[src/rtl/day01_pkg.sv]
// Shared types and constants for the day 1 input parsers.
// Holds the parser state encoding, the ASCII characters it recognises and the default delta width.
package day01_pkg;

    localparam int DEFAULT_W = 64;

    localparam logic [7:0] CH_PLUS  = 8'h2B;
    localparam logic [7:0] CH_MINUS = 8'h2D;
    localparam logic [7:0] CH_NL    = 8'h0A;
    localparam logic [7:0] CH_CR    = 8'h0D;
    localparam logic [7:0] CH_0     = 8'h30;
    localparam logic [7:0] CH_9     = 8'h39;

    typedef enum logic [2:0] {
        S_SIGN,
        S_FIRST,
        S_DIGITS,
        S_END,
        S_ERR
    } state_t;

endpackage

[src/rtl/day01_dec_acc.sv]
// Combinational decimal accumulate step: next = mag*10 + digit.
// ovf flags any result above the largest positive signed W-bit value.
module day01_dec_acc
    import day01_pkg::*;
#(
    parameter int W = DEFAULT_W
) (
    input  logic [W-1:0] mag,
    input  logic [3:0]   digit,
    output logic [W-1:0] next_mag,
    output logic         ovf
);

    logic [W+3:0] wide;

    // Four extra bits hold mag*10+9 for any W-bit mag, so nothing is lost before the range check.
    always_comb begin
        wide = ({4'b0000, mag} * (W+4)'(10)) + {{W{1'b0}}, digit};
    end

    assign next_mag = wide[W-1:0];
    assign ovf      = |wide[W+3:W-1];

endmodule

[src/rtl/day01_delta_parser.sv]
// ASCII line parser turning "+N"/"-N" lines into signed deltas on a valid/ready stream,
// with a delta count, sticky done once the final delta is taken, and sticky err.
module day01_delta_parser
    import day01_pkg::*;
#(
    parameter int W  = DEFAULT_W,
    parameter int CW = 32
) (
    input  logic          clk,
    input  logic          rst_n,
    input  logic          in_valid,
    output logic          in_ready,
    input  logic [7:0]    in_byte,
    input  logic          in_last,
    output logic          out_valid,
    input  logic          out_ready,
    output logic [W-1:0]  out_delta,
    output logic          out_last,
    output logic [CW-1:0] out_count,
    output logic          done,
    output logic          err
);

    state_t       state, next_state;
    logic [W-1:0] mag, mag_nxt, acc_mag, emit_mag;
    logic         neg, neg_nxt;
    logic         acc_ovf, is_digit, is_nl, is_cr, is_sign;
    logic [3:0]   digit;
    logic         in_xfer, out_xfer;
    logic         emit, emit_last, blank_done;

    assign is_digit = (in_byte >= CH_0) && (in_byte <= CH_9);
    assign digit    = is_digit ? in_byte[3:0] : 4'd0;
    assign is_nl    = (in_byte == CH_NL);
    assign is_cr    = (in_byte == CH_CR);
    assign is_sign  = (in_byte == CH_PLUS) || (in_byte == CH_MINUS);
    assign in_xfer  = in_valid && in_ready;
    assign out_xfer = out_valid && out_ready;

    day01_dec_acc #(.W(W)) u_acc (
        .mag      (mag),
        .digit    (digit),
        .next_mag (acc_mag),
        .ovf      (acc_ovf)
    );

    always_ff @(posedge clk or negedge rst_n) begin
        if (!rst_n) begin
            state <= S_SIGN;
        end else begin
            state <= next_state;
        end
    end

    // A digit carrying in_last on a multi-digit line finishes it, so emit_mag takes the updated value.
    always_comb begin
        next_state = state;
        mag_nxt    = mag;
        neg_nxt    = neg;
        emit       = 1'b0;
        emit_last  = 1'b0;
        emit_mag   = mag;
        blank_done = 1'b0;
        if (in_xfer) begin
            case (state)
                S_SIGN: begin
                    if (is_sign) begin
                        neg_nxt    = (in_byte == CH_MINUS);
                        mag_nxt    = '0;
                        next_state = in_last ? S_ERR : S_FIRST;
                    end else if (is_nl || is_cr) begin
                        if (in_last) begin
                            blank_done = 1'b1;
                            next_state = S_END;
                        end
                    end else begin
                        next_state = S_ERR;
                    end
                end
                S_FIRST: begin
                    if (is_digit && !in_last) begin
                        mag_nxt    = {{(W-4){1'b0}}, digit};
                        next_state = S_DIGITS;
                    end else begin
                        next_state = S_ERR;
                    end
                end
                S_DIGITS: begin
                    if (is_digit) begin
                        if (acc_ovf) begin
                            next_state = S_ERR;
                        end else begin
                            mag_nxt = acc_mag;
                            if (in_last) begin
                                emit       = 1'b1;
                                emit_last  = 1'b1;
                                emit_mag   = acc_mag;
                                next_state = S_END;
                            end
                        end
                    end else if (is_nl || (is_cr && in_last)) begin
                        emit       = 1'b1;
                        emit_last  = in_last;
                        next_state = in_last ? S_END : S_SIGN;
                    end else if (!is_cr) begin
                        next_state = S_ERR;
                    end
                end
                default: begin
                end
            endcase
        end
    end

    always_comb begin
        err      = (state == S_ERR);
        in_ready = (state == S_ERR) || ((state != S_END) && (!out_valid || out_ready));
    end

    // Entering S_ERR drops any delta still waiting for the consumer.
    always_ff @(posedge clk or negedge rst_n) begin
        if (!rst_n) begin
            mag       <= '0;
            neg       <= 1'b0;
            out_valid <= 1'b0;
            out_last  <= 1'b0;
            out_delta <= '0;
            out_count <= '0;
            done      <= 1'b0;
        end else begin
            mag <= mag_nxt;
            neg <= neg_nxt;
            if (out_xfer) begin
                out_count <= out_count + CW'(1);
            end
            if (next_state == S_ERR) begin
                out_valid <= 1'b0;
            end else if (emit) begin
                out_valid <= 1'b1;
                out_delta <= neg ? -emit_mag : emit_mag;
                out_last  <= emit_last;
            end else if (out_xfer) begin
                out_valid <= 1'b0;
            end
            if (blank_done || (out_xfer && out_last)) begin
                done <= 1'b1;
            end
        end
    end

endmodule

[config.mk]
export PLATFORM = sky130hd
export DESIGN_NAME = day01_delta_parser
export DESIGN_NICKNAME = d
export VERILOG_FILES = /design/src/rtl/day01_pkg.sv /design/src/rtl/day01_dec_acc.sv /design/src/rtl/day01_delta_parser.sv
export SDC_FILE = /design/constraint.sdc
export NUM_CORES = 1
export LEC_CHECK = 0
export ABC_CLOCK_PERIOD_IN_PS = 15500
export BUFFER_PORTS_ARGS = -buffer_cell sky130_fd_sc_hd__buf_4
export CAP_MARGIN = 20
export CORE_UTILIZATION = 40
export CTS_BUF_LIST = sky130_fd_sc_hd__clkbuf_16
export CTS_CLUSTER_SIZE = 12
export DETAILED_ROUTE_END_ITERATION = 10
export PLACE_DENSITY_LB_ADDON = 0.1
export SETUP_SLACK_MARGIN = 0.05
export SKIP_LAST_GASP = 1
export SLEW_MARGIN = 20
export SYNTH_ARGS = -nofsm -noshare
export SYNTH_HDL_FRONTEND = slang
export SYNTH_HIERARCHICAL = 1
export SYNTH_SLANG_ARGS = --single-unit
[constraint.sdc]
create_clock -name clk -period 15.5 [get_ports clk]
set_input_delay 0.775 -clock clk [delete_from_list [all_inputs] [get_ports clk]]
set_output_delay 0.775 -clock clk [all_outputs]
set_load 0.01 [all_outputs]
* After elaboration in Yosys (flattened, before gate mapping)
Cells that the tools add are included.
** Storage, ports and cells
- Register bits after elaboration :: 167
- Bits in latches :: 0
- RAM bits :: 0
- Bits in read-only memories :: 0
- Bits of input ports :: 13
- Output and inout bits :: 101
- Logic and storage cells :: 91
- Memories :: 0
** Cells by class
- Add/sub/neg operators :: 3
- Multiply operators :: 1
- Div/mod/pow operators :: 0
- Order comparisons :: 2
- Equal/unequal tests :: 13
- Shifts and indexed selects :: 0
- Mux-type cells :: 41
- Bitwise logic cells :: 1
- Reductions and logical operators :: 22
** Operator list (number)
- 64-bit two-way mux :: 10
- 64-bit one-hot mux with 3 select lines :: 1
- 68-bit by 4-bit adder with 68-bit output :: 1
- 64-bit by 3-bit multiplier with 67-bit output (second input constant) :: 1
- 64-bit negator :: 1
- 32-bit by 1-bit adder with 32-bit output (second input constant) :: 1
- 3-bit two-way mux :: 10
- 1-bit two-way mux :: 17
- 8-bit by 4-bit == test with 1-bit output (second input constant) :: 2
- 8-bit by 6-bit == test with 1-bit output (second input constant) :: 2
- 3-bit one-hot mux with 3 select lines :: 1
- 8-bit by 6-bit >= comparator with 1-bit output (second input constant) :: 1
- 8-bit by 6-bit less-or-equal comparator with 1-bit output (second input constant) :: 1
- 2-bit inequality test (second input constant) :: 4
- 1-bit logical AND :: 7
- 3-bit == test (second input constant) :: 2
- 1-bit logical OR :: 6
- 6-bit AND reduction :: 1
- 3-bit nonzero test :: 2
- 5-bit OR reduction :: 1
- 4-bit two-way mux :: 1
- 3-bit by 1-bit == test with 1-bit output (second input constant) :: 1
- 3-bit by 2-bit == test with 1-bit output (second input constant) :: 1
- 3-bit zero test :: 1
- 6 further kinds :: 7

* Longest topological paths before layout
- Depth after elaboration :: 12
- Depth in mapped cells :: 30
- Depth with buffers taken out :: 25

* Hierarchy
Netlist, hierarchy kept.
** By module, submodules not included
- day01_delta_parser :: instances 1, cells each 1241, area each 10490.1 µm², sequential area each 4179.0 µm²
- day01_dec_acc :: instances 1, cells each 1068, area each 7557.2 µm², sequential area each 0.0 µm²

* Worst setup path before layout
OpenSTA, ideal clock, no wires.
- Path type :: input -> register
- Start point :: input port in_byte[2]
- End point :: register out_delta[58]
- Library setup time :: 0.132 ns
- Arrival :: 6.738 ns
- Path slack :: 8.630 ns
- Stages :: 30
- Buffers on the path :: 5
- Cells stage by stage :: clkbuf_1 > o21ai_1 > and3_1 > ha_1 > inv_1 > fa_1 > nor2b_1 > o21ai_0 > nor3b_1 > nor4b_2 > and4bb_2 > nand4_1 > nor4_2 > nand4bb_1 > mux2i_1 > nand4b_1 > buf_2 > nor2_4 > buf_6 > buf_4 > buf_2 > a21oi_1 > ha_1 > nor4b_1 > nand4b_1 > a2111oi_0 > a21oi_2 > o41ai_1 > xnor2_1 > o21ai_1
** On the way
- Cells in the longest elaborated chain, start to end :: 12
** Ends and longest elaborated chain
- from (decl) :: line day01_delta_parser.sv:13 : input logic [7:0] in_byte,
- 8-bit by 6-bit >= comparator with 1-bit output / 8-bit by 6-bit less-or-equal comparator with 1-bit output (equally long branches) :: line day01_delta_parser.sv:32 : assign is_digit = (in_byte >= CH_0) && (in_byte <= CH_9);
- 1-bit logical AND * :: line day01_delta_parser.sv:32
- 4-bit two-way mux * :: line day01_delta_parser.sv:33 : assign digit = is_digit ? in_byte[3:0] : 4'd0;
- via digit[1] :: line day01_delta_parser.sv:28 : logic [3:0] digit;
- 68-bit by 4-bit adder with 68-bit output * :: line day01_dec_acc.sv:18 : wide = ({4'b0000, mag} * (W+4)'(10)) + {{W{1'b0}}, digit};
- 5-bit OR reduction * :: line day01_dec_acc.sv:22 : assign ovf = |wide[W+3:W-1];
- via acc_ovf :: line day01_delta_parser.sv:27 : logic acc_ovf, is_digit, is_nl, is_cr, is_sign;
- branches (longest 7 deep; another with 64-bit negator)
- to (signal assigned) :: line day01_delta_parser.sv:140 : out_delta <= neg ? -emit_mag : emit_mag;
- to (decl) :: line day01_delta_parser.sv:17 : output logic [W-1:0] out_delta,
Mark *: on every way through the listed nets, which the timed path passes.
A chain may end at the register's enable or synchronous reset.

* Final worst setup path
- Start point :: register mag[13]
- End point :: register out_delta[50]
** On the way
- Cells in the longest elaborated chain, start to end :: 10
** Ends and longest elaborated chain
- from (decl) :: line day01_delta_parser.sv:25 : logic [W-1:0] mag, mag_nxt, acc_mag, emit_mag;
- from (signal assigned) :: line day01_delta_parser.sv:131 : mag <= mag_nxt;
- 64-bit by 3-bit multiplier with 67-bit output * :: line day01_dec_acc.sv:18
- 68-bit by 4-bit adder with 68-bit output * :: line day01_dec_acc.sv:18
- 5-bit OR reduction * :: line day01_dec_acc.sv:22
- via acc_ovf :: line day01_delta_parser.sv:27
- branches (longest 7 deep; another with 64-bit negator)
Marked as above.

==> metrics.csv <==
metric,value,unit
grt_use_total,27.0,%
final_max_slew_viol_count,0,
post-route-util,44.4,%
worst_setup_path_end_kind,flip-flop,
clock_tree.htree_level_count,4,
final.setup_skew,0.0158,ns
synth-seq-cells,167,
placeableCoreArea,44300,um2
power_density,49.1,nW/um2
postSynth.topFlopCell,sky130_fd_sc_hd__dfrtp_1,
synth.yosys.warnings,6,
clk_latency,0.45,ns
min_period_over_period,53.7,%
number_of_buffers_added_to_fix_hold_violations_after_cts,0,
post-synth-top-count-cell,sky130_fd_sc_hd__nand2_1,
cts.clk_slew.worst_paths,0.07,ns
gr-max-usage-layer,met1,
p_sw_share,29.2,%
setup-tns-final,0,ns
synth_enable_flop_cells,0,
met3_usage,2.55,%
drt_iter0_drc,1815,
cts_num_sinks,167,
clock_share_of_power,41.6,%
dpl.hpwl,49.5,mm
post_cts.repair.setup_buffers,0,
gp_routability_congestion,0.942,
global_route.overflow_total,0,
tightest_slew,1.01,ns
rows,77,
portBuffers,113,
post_synth_top_area_cell,sky130_fd_sc_hd__dfrtp_1,
vdd_drop_max,0.0708,mV
globalRouteMet1Util,40.8,%
drv.max_cap_violation_count,0,
diodes,0,
cts-resized-gates,0,
worst-setup-path-type,reg -> reg,
final_period_minus_worst_setup_slack,8.33,ns
async_flop_share,100,%
worst_setup_path_start_kind,flip-flop,
power_switching,282,uW
synthesis.area,18000,um2
arr_time_crit_path,8.64,ns
buffer_depth_of_the_longest_clock_path,2,
critPathMaxFanout,22,
slew_headroom,32.5,%
tritoncts,done,
initial_core_util,40.7,%
number_of_buffers_created_by_cts,17,
synth_commonest_cells,"sky130_fd_sc_hd__nand2_1, sky130_fd_sc_hd__o21ai_0, sky130_fd_sc_hd__dfrtp_1, sky130_fd_sc_hd__a21oi_1, sky130_fd_sc_hd__nor2_1",
drt_wl_total,62.6,mm
synth_top_area_share,23.2,%
p_r_area_growth_vs_syn,9.01,%
achievable-frequency,120,MHz
die_height,214,um
worst_ep_required_time,15.82,ns
via_count_of_the_routed_design,17934,
design_power_total,965,uW
min_delay_worst_type,in -> async,
synth_cell_type_count,125,
netlist_top_cells_area,"sky130_fd_sc_hd__dfrtp_1, sky130_fd_sc_hd__ha_1, sky130_fd_sc_hd__nand2_1",
syn-mean-instance-area,7.82,um2
grt_antenna_before_repair,0,
synth_fp_nets,2453,
syn-instance-count,2309,
drc_errors,0,
vias_per_cell,6.12,
p_leak,0.00887,uW
grt_start_max_net_pins,121,
layout.nets,2472,
routedWlPerCell,21.4,um
clock_root_buffer,sky130_fd_sc_hd__clkbuf_16,
die_width,214,um
drive_gt1_share,10.9,%
seq_power_share,46.2,%
rsz0062_at_grt,false,
seq_area_frac_synth,23.2,%
detail_route.first_pass.iterations,6,
first_global_vias,17019,
floorplan.io_pins,114,
grt_first_pass_wirelength,98.3,mm
final_hold_fails,0,
drtAntennaViolNets,0,
timing.final.setup_violations,0,
pwr-share-comb,12.2,%
dieArea,46000,um2
p_int,683,uW
global_route.usage.met2,39.3,%
status,"complete, no violations",
power by group through the flow:
stage / combinational, uW / clock (uW) / sequential [uW]
after global routing: 130 / 430 / 446
after CTS: 116 / 412 / 446
final: 118 / 401 / 446
after detailed placement: 115 / 0 / 454
after global placement: 114 / 0 / 454
after floorplan: 78.8 / 0 / 450
through the flow:
step	setup WS, ns	cells	hold WS (ns)	instance area, um2
finish	7.17	2932	0.413	19700
global placement	7.46	2901	0.464	19100
floorplan	8.63	2309	0.479	18000
global route	6.58	2932	0.476	19700
CTS	7.26	2932	0.441	19700
detailed placement	7.24	2901	0.472	19100
per-layer routing:
| metal | share of wire [%] | vias up |
|---|---|---|
| li1 | - | 8640 |
| met1 | 50 | 8509 |
| met2 | 42 | 667 |
| met3 | 5.7 | 118 |
| met4 | 2.9 | 0 |
| met5 | 0 | - |
final timing paths:
check	from	endpoint	slack, ns	cells after the start
min reg2reg	out_count[31]$_DFFE_PN0P_	out_count[31]$_DFFE_PN0P_	0.48	1
max in group asynchronous	rst_n	out_delta[23]$_DFFE_PN0P_	13.92	2
max	mag[13]$_DFFE_PN0P_	out_delta[50]$_DFFE_PN0P_	7.17	25
min in group clk	out_count[31]$_DFFE_PN0P_	out_count[31]$_DFFE_PN0P_	0.48	1
max reg2reg	mag[13]$_DFFE_PN0P_	out_delta[50]$_DFFE_PN0P_	7.17	25
min	rst_n	out_delta[7]$_DFFE_PN0P_	0.41	1
layout by cell type, fill, tap and decap left out, drive strengths merged, types with 9 or more instances in the layout:
cell type,instances
nand2,355
o21ai,213
dfrtp,167
a21oi,167
nor2,150
ha,129
buf,129
xnor2,119
nor3,86
nand3,72
mux2i,65
nand4,60
nor4,56
xor2,51
inv,32
or3,31
a21o,31
a211oi,29
o211ai,23
or4,23
o21a,21
and3,20
o31ai,20
and4,18
clkbuf,17
nand2b,16
a31oi,16
and2,15
nand4b,13
mux2,12
a211o,11
o2111ai,11
o21bai,10
nor4b,10
a2111oi,9
worst max-delay path, cell delays in order (launching register included):
cell,delay [ns]
sky130_fd_sc_hd__dfrtp_1,0.57
sky130_fd_sc_hd__ha_1,0.31
sky130_fd_sc_hd__ha_1,0.49
sky130_fd_sc_hd__nand2_1,0.15
sky130_fd_sc_hd__o21ai_0,0.55
sky130_fd_sc_hd__a211oi_1,0.16
sky130_fd_sc_hd__a211oi_1,0.70
sky130_fd_sc_hd__and3_1,0.28
sky130_fd_sc_hd__and4bb_2,0.29
sky130_fd_sc_hd__nand4_1,0.18
sky130_fd_sc_hd__nor4_2,0.21
sky130_fd_sc_hd__buf_4,0.22
sky130_fd_sc_hd__nand4bb_1,0.18
sky130_fd_sc_hd__mux2i_1,0.16
sky130_fd_sc_hd__buf_4,0.21
sky130_fd_sc_hd__and4b_2,0.71
sky130_fd_sc_hd__a21oi_1,0.15
sky130_fd_sc_hd__a21oi_1,0.30
sky130_fd_sc_hd__ha_1,0.34
sky130_fd_sc_hd__nor4b_1,0.28
sky130_fd_sc_hd__nand4b_1,0.14
sky130_fd_sc_hd__a2111oi_0,0.60
sky130_fd_sc_hd__a21oi_2,0.23
sky130_fd_sc_hd__o41ai_1,0.51
sky130_fd_sc_hd__xnor2_1,0.17
sky130_fd_sc_hd__o21ai_1,0.07
state kept, by name (all words and copies together) (netlist names):
| register | count |
|---|---|
| done | 1 |
| mag | 64 |
| neg | 1 |
| out_count | 32 |
| out_delta | 64 |
| out_last | 1 |
| out_valid | 1 |
| state | 3 |
kinds of logic after synthesis:
| family | synth area share (%) |
|---|---|
| simple gates | 28.1 |
| compound gates | 22.8 |
| xor+xnor | 8.33 |
| flops | 23.2 |
| buf+inv | 4.17 |
| fa+ha+maj | 9.17 |
| mux | 4.35 |
cell type report:
type / instances / area, um2
inverter: 27 / 101
timing repair buffer: 129 / 976
clock inverter: 14 / 101
clock buffer: 17 / 425
multi-input combinational: 1986 / 13100
fill: 4565 / 24600
tap: 592 / 741
sequential: 167 / 4180
No activity file was read; power rests on OpenSTA's default activity.
